==> config.mk <==
export PLATFORM = sky130hd
export DESIGN_NAME = fetch_sequencer
export DESIGN_NICKNAME = d
export VERILOG_FILES = /design/src/rtl/fetch_pkg.sv /design/src/rtl/sat_counter.sv /design/src/rtl/fetch_sequencer.sv
export SDC_FILE = /design/constraint.sdc
export NUM_CORES = 1
export LEC_CHECK = 0
export ABC_AREA = 0
export CAP_MARGIN = 20
export CORE_MARGIN = 3
export CORE_UTILIZATION = 51
export CTS_CLUSTER_SIZE = 25
export DETAILED_ROUTE_END_ITERATION = 10
export PLACE_DENSITY = 0.89
export SYNTH_ARGS = -nofsm -noshare
export SYNTH_HDL_FRONTEND = slang
export SYNTH_SLANG_ARGS = --single-unit
==> constraint.sdc <==
create_clock -name clk -period 2.63 [get_ports clk]
set_input_delay 0.3945 -clock clk [delete_from_list [all_inputs] [get_ports clk]]
set_output_delay 0.3945 -clock clk [all_outputs]
set_load 0.02 [all_outputs]
==> src/rtl/fetch_pkg.sv <==
// Shared encodings for the fetch sequencer: FSM states and pc_sel redirect kinds.
package fetch_pkg;

    typedef enum logic [2:0] {
        BOOT       = 3'd0,
        RUN        = 3'd1,
        MEM_WAIT   = 3'd2,
        REDIR_WAIT = 3'd3,
        HALTED     = 3'd4
    } fetch_state_t;

    localparam logic [1:0] PC_SEQ    = 2'b00;
    localparam logic [1:0] PC_BRANCH = 2'b01;
    localparam logic [1:0] PC_JUMP   = 2'b10;

endpackage

==> src/rtl/sat_counter.sv <==
// Saturating up-counter with synchronous clear; clear takes priority over increment.
module sat_counter #(
    parameter int W = 16
) (
    input  logic         clk,
    input  logic         reset,
    input  logic         inc,
    input  logic         clr,
    output logic [W-1:0] q
);

    always_ff @(posedge clk or posedge reset) begin
        if (reset) begin
            q <= '0;
        end else if (clr) begin
            q <= '0;
        end else if (inc && (q != {W{1'b1}})) begin
            q <= q + W'(1);
        end
    end

endmodule

==> src/rtl/fetch_sequencer.sv <==
// Fetch-unit controller: drives stall/pc_sel/flush/imem_req from memory readiness,
// execute-stage redirects, load-use hazards and halt/resume, plus two perf counters.
module fetch_sequencer
    import fetch_pkg::*;
#(
    parameter int CNT_W = 16
) (
    input  logic             clk,
    input  logic             reset,
    input  logic             imem_ready,
    input  logic             br_taken,
    input  logic             jump,
    input  logic             load_use,
    input  logic             halt_req,
    input  logic             resume,
    input  logic             clear_cnt,
    output logic             imem_req,
    output logic             stall,
    output logic [1:0]       pc_sel,
    output logic             flush,
    output logic [2:0]       state,
    output logic [CNT_W-1:0] stall_cycles,
    output logic [CNT_W-1:0] redirect_count
);

    fetch_state_t state_q, state_d;
    logic [1:0]   kind_q, kind_d;
    logic [1:0]   sel_raw;
    logic         redir_evt;
    logic [1:0]   redir_kind;
    logic         stall_inc;
    logic         redir_inc;

    assign redir_evt  = jump | br_taken;
    assign redir_kind = jump ? PC_JUMP : PC_BRANCH;

    always_ff @(posedge clk or posedge reset) begin
        if (reset) begin
            state_q <= BOOT;
            kind_q  <= PC_SEQ;
        end else begin
            state_q <= state_d;
            kind_q  <= kind_d;
        end
    end

    always_comb begin
        state_d  = state_q;
        kind_d   = kind_q;
        imem_req = 1'b0;
        stall    = 1'b1;
        flush    = 1'b0;
        sel_raw  = PC_SEQ;
        case (state_q)
            BOOT: begin
                flush   = 1'b1;
                state_d = RUN;
            end
            RUN: begin
                imem_req = 1'b1;
                if (halt_req) begin
                    flush   = 1'b1;
                    state_d = HALTED;
                end else if (redir_evt) begin
                    flush = 1'b1;
                    if (imem_ready) begin
                        stall   = 1'b0;
                        sel_raw = redir_kind;
                    end else begin
                        kind_d  = redir_kind;
                        state_d = REDIR_WAIT;
                    end
                end else if (load_use) begin
                    stall = 1'b1;
                end else if (!imem_ready) begin
                    state_d = MEM_WAIT;
                end else begin
                    stall = 1'b0;
                end
            end
            MEM_WAIT: begin
                imem_req = 1'b1;
                if (redir_evt) begin
                    flush = 1'b1;
                    if (imem_ready) begin
                        stall   = 1'b0;
                        sel_raw = redir_kind;
                        state_d = RUN;
                    end else begin
                        kind_d  = redir_kind;
                        state_d = REDIR_WAIT;
                    end
                end else if (imem_ready) begin
                    stall   = 1'b0;
                    state_d = RUN;
                end
            end
            // Execute-stage inputs here belong to the wrong path; only memory matters.
            REDIR_WAIT: begin
                imem_req = 1'b1;
                flush    = 1'b1;
                if (imem_ready) begin
                    stall   = 1'b0;
                    sel_raw = kind_q;
                    kind_d  = PC_SEQ;
                    state_d = RUN;
                end
            end
            HALTED: begin
                flush = 1'b1;
                if (resume) begin
                    state_d = RUN;
                end
            end
            default: begin
                flush   = 1'b1;
                state_d = BOOT;
            end
        endcase
    end

    assign pc_sel = stall ? PC_SEQ : sel_raw;
    assign state  = state_q;

    assign stall_inc = stall && (state_q != HALTED) && (state_q != BOOT);
    assign redir_inc = !stall && (pc_sel != PC_SEQ);

    sat_counter #(.W(CNT_W)) u_stall_cnt (
        .clk   (clk),
        .reset (reset),
        .inc   (stall_inc),
        .clr   (clear_cnt),
        .q     (stall_cycles)
    );

    sat_counter #(.W(CNT_W)) u_redir_cnt (
        .clk   (clk),
        .reset (reset),
        .inc   (redir_inc),
        .clr   (clear_cnt),
        .q     (redirect_count)
    );

endmodule
=== Yosys cells after proc, flatten, opt, wreduce, memory -nomap -nowiden ===
Index checks and enable logic that the tools add are counted.

* Eq/ne operators: 13
* Bitwise logic cells: 1
* $mul: 0
* $add $sub $neg: 2
* Shift operators: 0
* Reduce and logical (&&, ||, !) cells: 16
* Divide/modulo/power cells: 0
* $lt $le $gt $ge: 0
* Muxes and demuxes: 35

{| class="wikitable"
|+ Operator list
! kind !! count
|-
| $mux W16 || 4
|-
| $add A16 B1 Y16 const B || 2
|-
| $ne A16 B16 Y1 const B || 2
|-
| $mux W3 || 8
|-
| $mux W2 || 11
|-
| $pmux W3 S5 || 1
|-
| $ne A4 B4 Y1 const B || 3
|-
| $pmux W2 S3 || 2
|-
| $mux W1 || 7
|-
| $eq A3 B2 Y1 const B || 2
|-
| $ne A2 B2 Y1 const B || 3
|-
| $reduce_bool A2 Y1 || 3
|-
| $reduce_bool A3 Y1 || 2
|-
| $logic_and A1 B1 Y1 || 5
|-
| $pmux W1 S2 || 2
|-
| $reduce_and A4 Y1 || 1
|-
| $eq A3 B1 Y1 const B || 1
|-
| $eq A3 B3 Y1 const B || 1
|-
| $logic_not A3 Y1 || 1
|-
| $ne A3 B3 Y1 const B || 1
|-
| $reduce_and A3 Y1 || 1
|-
| $reduce_or A3 Y1 || 1
|-
| $reduce_or A2 Y1 || 1
|-
| $logic_not A1 Y1 || 1
|-
| $or A1 B1 Y1 || 1
|}

* Memories kept: 0
* Output and inout bits: 40
* RAM bits: 0
* Flip-flop bits (word level): 37
* Word-level logic and storage cells: 71
* Memory bits (read-only): 0
* Bits in latches: 0
* Input port bits: 9

=== Logic depth before layout (Yosys ltp) ===
* Depth in word-level cells: 11
* Depth in mapped cells: 8
* Mapped depth without buffers: 6

=== Cells and area by module ===
A second synthesis with hierarchy kept.

* Cells, all modules: 257
* Area total of the unflattened synthesis: 2,316.0 sq um

{| class="wikitable"
|+ Modules (own cells, without submodules)
! module !! area an instance (sq um) !! instances !! sequential area each (sq um) !! cells an instance
|-
| sat_counter at u_redir_cnt || 932.1 || 1 || 400.4 || 101
|-
| sat_counter at u_stall_cnt || 922.1 || 1 || 400.4 || 101
|-
| fetch_sequencer || 461.7 || 1 || 125.1 || 55
|}

=== Least setup slack after synthesis ===
OpenSTA, ideal clock, no wires.

* Path kind: register -> register
* Start point: register state_q[1], in the netlist state[1]
* End point: register u_redir_cnt.q[14]
* Setup time: 0.125 ns
* Buffers on the path: 1
* Stages on the path, launching flop included: 7
* Clock period less this slack: 2.248 ns
* Arrival time: 2.123 ns
* Slack: 0.382 ns
* Required time: 2.505 ns
* Cell sequence: dfrtp_1 or3b_1 a31o_1 a31o_4 buf_6 nor4_1 mux2_2

* Cells in the longest elaborated chain, start to end: 8
* Elaborated cells between the ends (all ways): 12
* Those cells by class: 3 x eq/ne; 3 x mux; 6 x reduce/logical

{| class="wikitable"
|+ Ends and longest elaborated chain
! element !! line !! source
|-
| start, declared || fetch_sequencer.sv:26 || <nowiki>fetch_state_t state_q, state_d;</nowiki>
|-
| start signal, assigned || fetch_sequencer.sv:42 || <nowiki>state_q <= state_d;</nowiki>
|-
| $eq A3 B2 Y1 || fetch_sequencer.sv:54 || <nowiki>case (state_q)</nowiki>
|-
| $reduce_or A2 Y1 (no source line) || - ||
|-
| $pmux W1 S2 || fetch_sequencer.sv:54 ||
|-
| $mux W2 || fetch_sequencer.sv:122 || <nowiki>assign pc_sel = stall ? PC_SEQ : sel_raw;</nowiki>
|-
| $reduce_bool A2 Y1 || fetch_sequencer.sv:126 || <nowiki>assign redir_inc = !stall && (pc_sel != PC_SEQ);</nowiki>
|-
| $logic_and A1 B1 Y1 (*) || fetch_sequencer.sv:126 ||
|-
| $logic_and A1 B1 Y1 (*) || sat_counter.sv:17 || <nowiki>end else if (inc && (q != {W{1'b1}})) begin</nowiki>
|-
| $reduce_bool A2 Y1 (no source line) (*) || - ||
|-
| end signal, assigned || sat_counter.sv:18 || <nowiki>q <= q + W'(1);</nowiki>
|-
| end, declared || sat_counter.sv:9 || <nowiki>output logic [W-1:0] q</nowiki>
|}

Mark *: on every way between the ends. The rest lies on a longest branch, timed or not.
A chain may end at the register's enable or synchronous reset.

=== Final worst setup path ===
* Start point: input jump
* End point: output pc_sel[0]

* Cells in the longest elaborated chain, start to end: 6
* Elaborated cells between the ends (all ways): 10
* Those cells by class: 9 x mux; 1 x bitwise

{| class="wikitable"
|+ Ends and longest elaborated chain
! element !! line !! source
|-
| start, declared || fetch_sequencer.sv:12 || <nowiki>input logic jump,</nowiki>
|-
| $mux W2 || fetch_sequencer.sv:35 || <nowiki>assign redir_kind = jump ? PC_JUMP : PC_BRANCH;</nowiki>
|-
| $mux W2 || fetch_sequencer.sv:66, fetch_sequencer.sv:85 ||
|-
| $mux W2 || fetch_sequencer.sv:83 || <nowiki>if (redir_evt) begin</nowiki>
|-
| $mux W2 || fetch_sequencer.sv:61 || <nowiki>if (halt_req) begin</nowiki>
|-
| $pmux W2 S3 || fetch_sequencer.sv:54 ||
|-
| $mux W2 (*) || fetch_sequencer.sv:122 ||
|-
| end, declared || fetch_sequencer.sv:19 || <nowiki>output logic [1:0] pc_sel,</nowiki>
|}

Marked as above.

==> run_results.csv <==
group,metric,value,unit
worst_setup_path,r2r_setup_slack,0.35,ns
run_status,status,"complete, no violations",
worst_setup_path,cp.required,2.24,ns
worst_setup_path,worstPathCellList,"clkdlybuf4s50_1 -> or4b_1 -> o2111a_1 -> inv_1 -> a21oi_1 -> dlygate4sd2_1",
worst_setup_path,critPathLaunchType,"primary input",
pwr,ir_drop,0.6591,mV
floorplanning,die_h,72.03,um
logic_synthesis,synth_compound_area_share,13.17,%
worst_setup_path,worstPathArrival,2.11,ns
logic_synthesis,synth_cell_types,39,
logic_synthesis,ys_seq_area_share,41.64,%
clock_tree,cts_tree,"built",
clock_tree,cts_buffers,5,
logic_synthesis,synth_xor_area_share,4.727,%
route,viasPerCell,6.063,
logic_synthesis,synth_edf_count,0,
grt,antenna_found_initial,0,
logic_synthesis,yosys.area_share.simple,31.51,%
timing,slew_violations,0,
route,firstDrtPassIters,4,
timing,worst_slew_pin_slew,0.6512,ns
logic_synthesis,synthTopCellsByArea,"dfrtp_1 42%, nor2_1 5.6%, a21oi_1 4.7%, xnor2_1 4.7%, or4_1 4.1%",
logic_synthesis,async_flop_share,100.0,%
floorplanning,core_area,0.004115,mm2
timing,fin_crit_sh,95.20,%
grt,grt_pass1_vias,2030,
clock_tree,clkSinkCount,37,
logic_synthesis,synthMuxAreaShare,3.939,%
placed_design,placement.io_buffers,48,
run,maxCapViolCount,0,
timing,slew_headroom,56.45,%
floorplanning,initial_core_util,54.03,%
timing,holdWs,0.4896,ns
finish,antenna_cells,0,
worst_setup_path,cp_max_fo,8,
grt,grt.total_usage,22.41,%
worst_setup_path,critPathSlowestCell,"or4b_1",
grt,grt-ovfl-total,0,
route,wl,5537,um
min_path,min_path_type,"register to register",
worst_setup_path,r2r_cells,7,
timing,min_period,2.504,ns
clock_tree,clk_pin_slew,0.06,ns
worst_setup_path,r2r_end,"u_redir_cnt.q[14]",
timing,rsz0062_at_grt,"no",
worst_setup_path,endpoint_kind,"output pin",
logic_synthesis,ys.warnings.count,0,
route,wl_per_cell,15.25,um
worst_setup_path,crit_buf_inv,3,
clock_tree,cts_setup_buffers,0,
floorplanning,fp-row-count,23,
logic_synthesis,synthAdderAreaFrac,1.125,%
worst_setup_path,worst-path-stages,6,
clock_tree,clockRootBuffer,"clkbuf_8",
route,drt-initial-drc-count,187,
worst_setup_path,reg2reg_from,"state[0]",
floorplanning,ios,49,
finish,nets,324,
pwr,totalPowerFinal,0.001698,W
worst_setup_path,critical-path-top-delay-family,"buffers and inverters",
grt,grt_start_max_net_pins,38,
grt,grt_pass1_wl,9321,um
worst_setup_path,crit_path_end,"pc_sel[0]",
logic_synthesis,synth_top_area_share,41.64,%
logic_synthesis,synth_flop_cell,"dfrtp_1",
logic_synthesis,avgSynthCellArea,8.823,um2
route,via_count,2201,
timing,setup-violations-final,0,
timing,fin_worst_skew,0.008548,ns
logic_synthesis,ys_seq_elements,37,
finish,drive_above_1_share,11.50,%
pwr,power.density,578.6,mW/mm2
worst_setup_path,critPathLaunch,"jump",
logic_synthesis,synth_area_leader_cell,"dfrtp_1",
worst_setup_path,crit_type,"primary input to output pin",
clock_tree,htree_levels,2,
worst_setup_path,max_stage_delay,0.52,ns
placed_design,gp_congestion,0.9169,
finish,area_growth,31.96,%
timing,hold_violations,0,
route,ant_nets,0,
logic_synthesis,synth_top_family_by_area,"simple AND/OR/NAND/NOR gates",
timing,fmax,399.4,MHz
finish,design_area,0.002934,mm2
floorplanning,chipWidth,72.03,um
pwr,leakage,1.149,nW
clock_tree,clk_latency,0.29,ns
floorplanning,dieArea,0.005188,mm2
placed_design,hpwl,3972,um
clock_tree,cts_max_path_buffers,2,
logic_synthesis,syn_nets,263,
placed_design,placed_area,0.002849,mm2
logic_synthesis,synth_area,0.002223,mm2
route,drc,0,
logic_synthesis,syn-instance-count,252,
==> flip-flops by register name, indices dropped and copies added, names as in the netlist <==
| signal | flops |
|---|---|
| state | 3 |
| u_stall_cnt.q | 16 |
| u_redir_cnt.q | 16 |
| kind_q | 2 |
==> report_power, final <==
group | total [W] | switching, W | internal, W
Clock | 0.000398 | 0.000190 | 0.000208
Combinational | 0.000608 | 0.000335 | 0.000272
Sequential | 0.000692 | 0.0000742 | 0.000617
==> cells in the mapped netlist (9+ instances only) <==
| master | count |
|---|---|
| nor2_1 | 33 |
| or4_1 | 12 |
| xnor2_1 | 12 |
| a21oi_1 | 21 |
| nand3_1 | 16 |
| nor2b_1 | 10 |
| dfrtp_1 | 37 |
| nand4_1 | 10 |
| nand2_1 | 10 |
| o31ai_1 | 9 |
| clkbuf_1 | 9 |
| nor3_1 | 10 |
==> timing repair <==
item | in CTS | in global routing
setup endpoints to repair | 3 | 1
gates resized for setup | 3 | 1
pin swaps | 0 | 0
gates cloned | 0 | 0
hold buffers | 0 | 0
==> routing by layer <==
metal / part of all wire [%] / global-route usage [%] / wire length [um] / vias to the layer above
li1: - / - / - / 1045
met1: 45 / 30.22 / 2482 / 1065
met2: 48 / 37.14 / 2681 / 79
met3: 5.4 / 3.324 / 297 / 12
met4: 1.4 / 7.307 / 76 / 0
met5: 0 / 0 / 0 / -
==> worst min-delay path by stage <==
stage,cells past startpoint,end,from,slack (ns)
global placement,1,kind_q[0],kind_q[0],0.46
detailed placement,1,kind_q[0],kind_q[0],0.47
global route,1,kind_q[0],kind_q[0],0.51
CTS,1,kind_q[0],kind_q[0],0.49
floorplan,1,kind_q[0],kind_q[0],0.45
finish,1,kind_q[0],kind_q[0],0.49
==> cell families (layout without fill, tap and decap cells) <==
group / Yosys count / after routing
multiplexers: 8 / 8
AO/OA/AOI/OAI: 46 / 46
buffers and inverters: 20 / 81
AND/OR/NAND/NOR: 127 / 127
adder cells (fa/ha/maj): 2 / 2
XOR/XNOR: 12 / 12
flip-flops: 37 / 37
==> layout by cell type, fill, tap and decap left out, types with 2 or more instances in the layout <==
master / count
clkdlybuf4s50_1: 44
dfrtp_1: 37
nor4_1: 6
ha_1: 2
mux2_2: 6
nand3_1: 16
nand2_1: 10
clkbuf_8: 6
nand2b_1: 2
or4_1: 12
a21oi_1: 21
nand4_1: 10
or3_1: 2
xnor2_1: 12
dlygate4sd2_1: 3
nor2_1: 33
o21ai_0: 8
nor3_1: 10
nor2b_1: 10
mux2i_1: 2
inv_1: 7
or2_2: 2
o2111a_1: 2
and4_1: 3
buf_4: 19
and2_1: 4
o31ai_1: 9
==> through the flow <==
step	cells	setup TNS [ns]	worst slack [ns]	util [%]
after floorplan	252	0	0.3822	-
after global placement	356	-0.3413	-0.06599	69.23
after detailed placement	356	-1.242	-0.1387	69.23
after CTS	363	0	0.01383	71.24
after global routing	363	0	0.01654	71.30
final	363	0	0.1263	71.30
==> cell type report <==
cell class,count,area [um2]
Clock buffer,7,86.33
Fill cell,304,1181
Inverter,7,26.28
Multi-Input combinational cell,195,1211
Sequential cell,37,925.9
Tap cell,50,62.56
Timing Repair Buffer,67,621.8
Note: power is estimated with default switching activity, not from simulation.
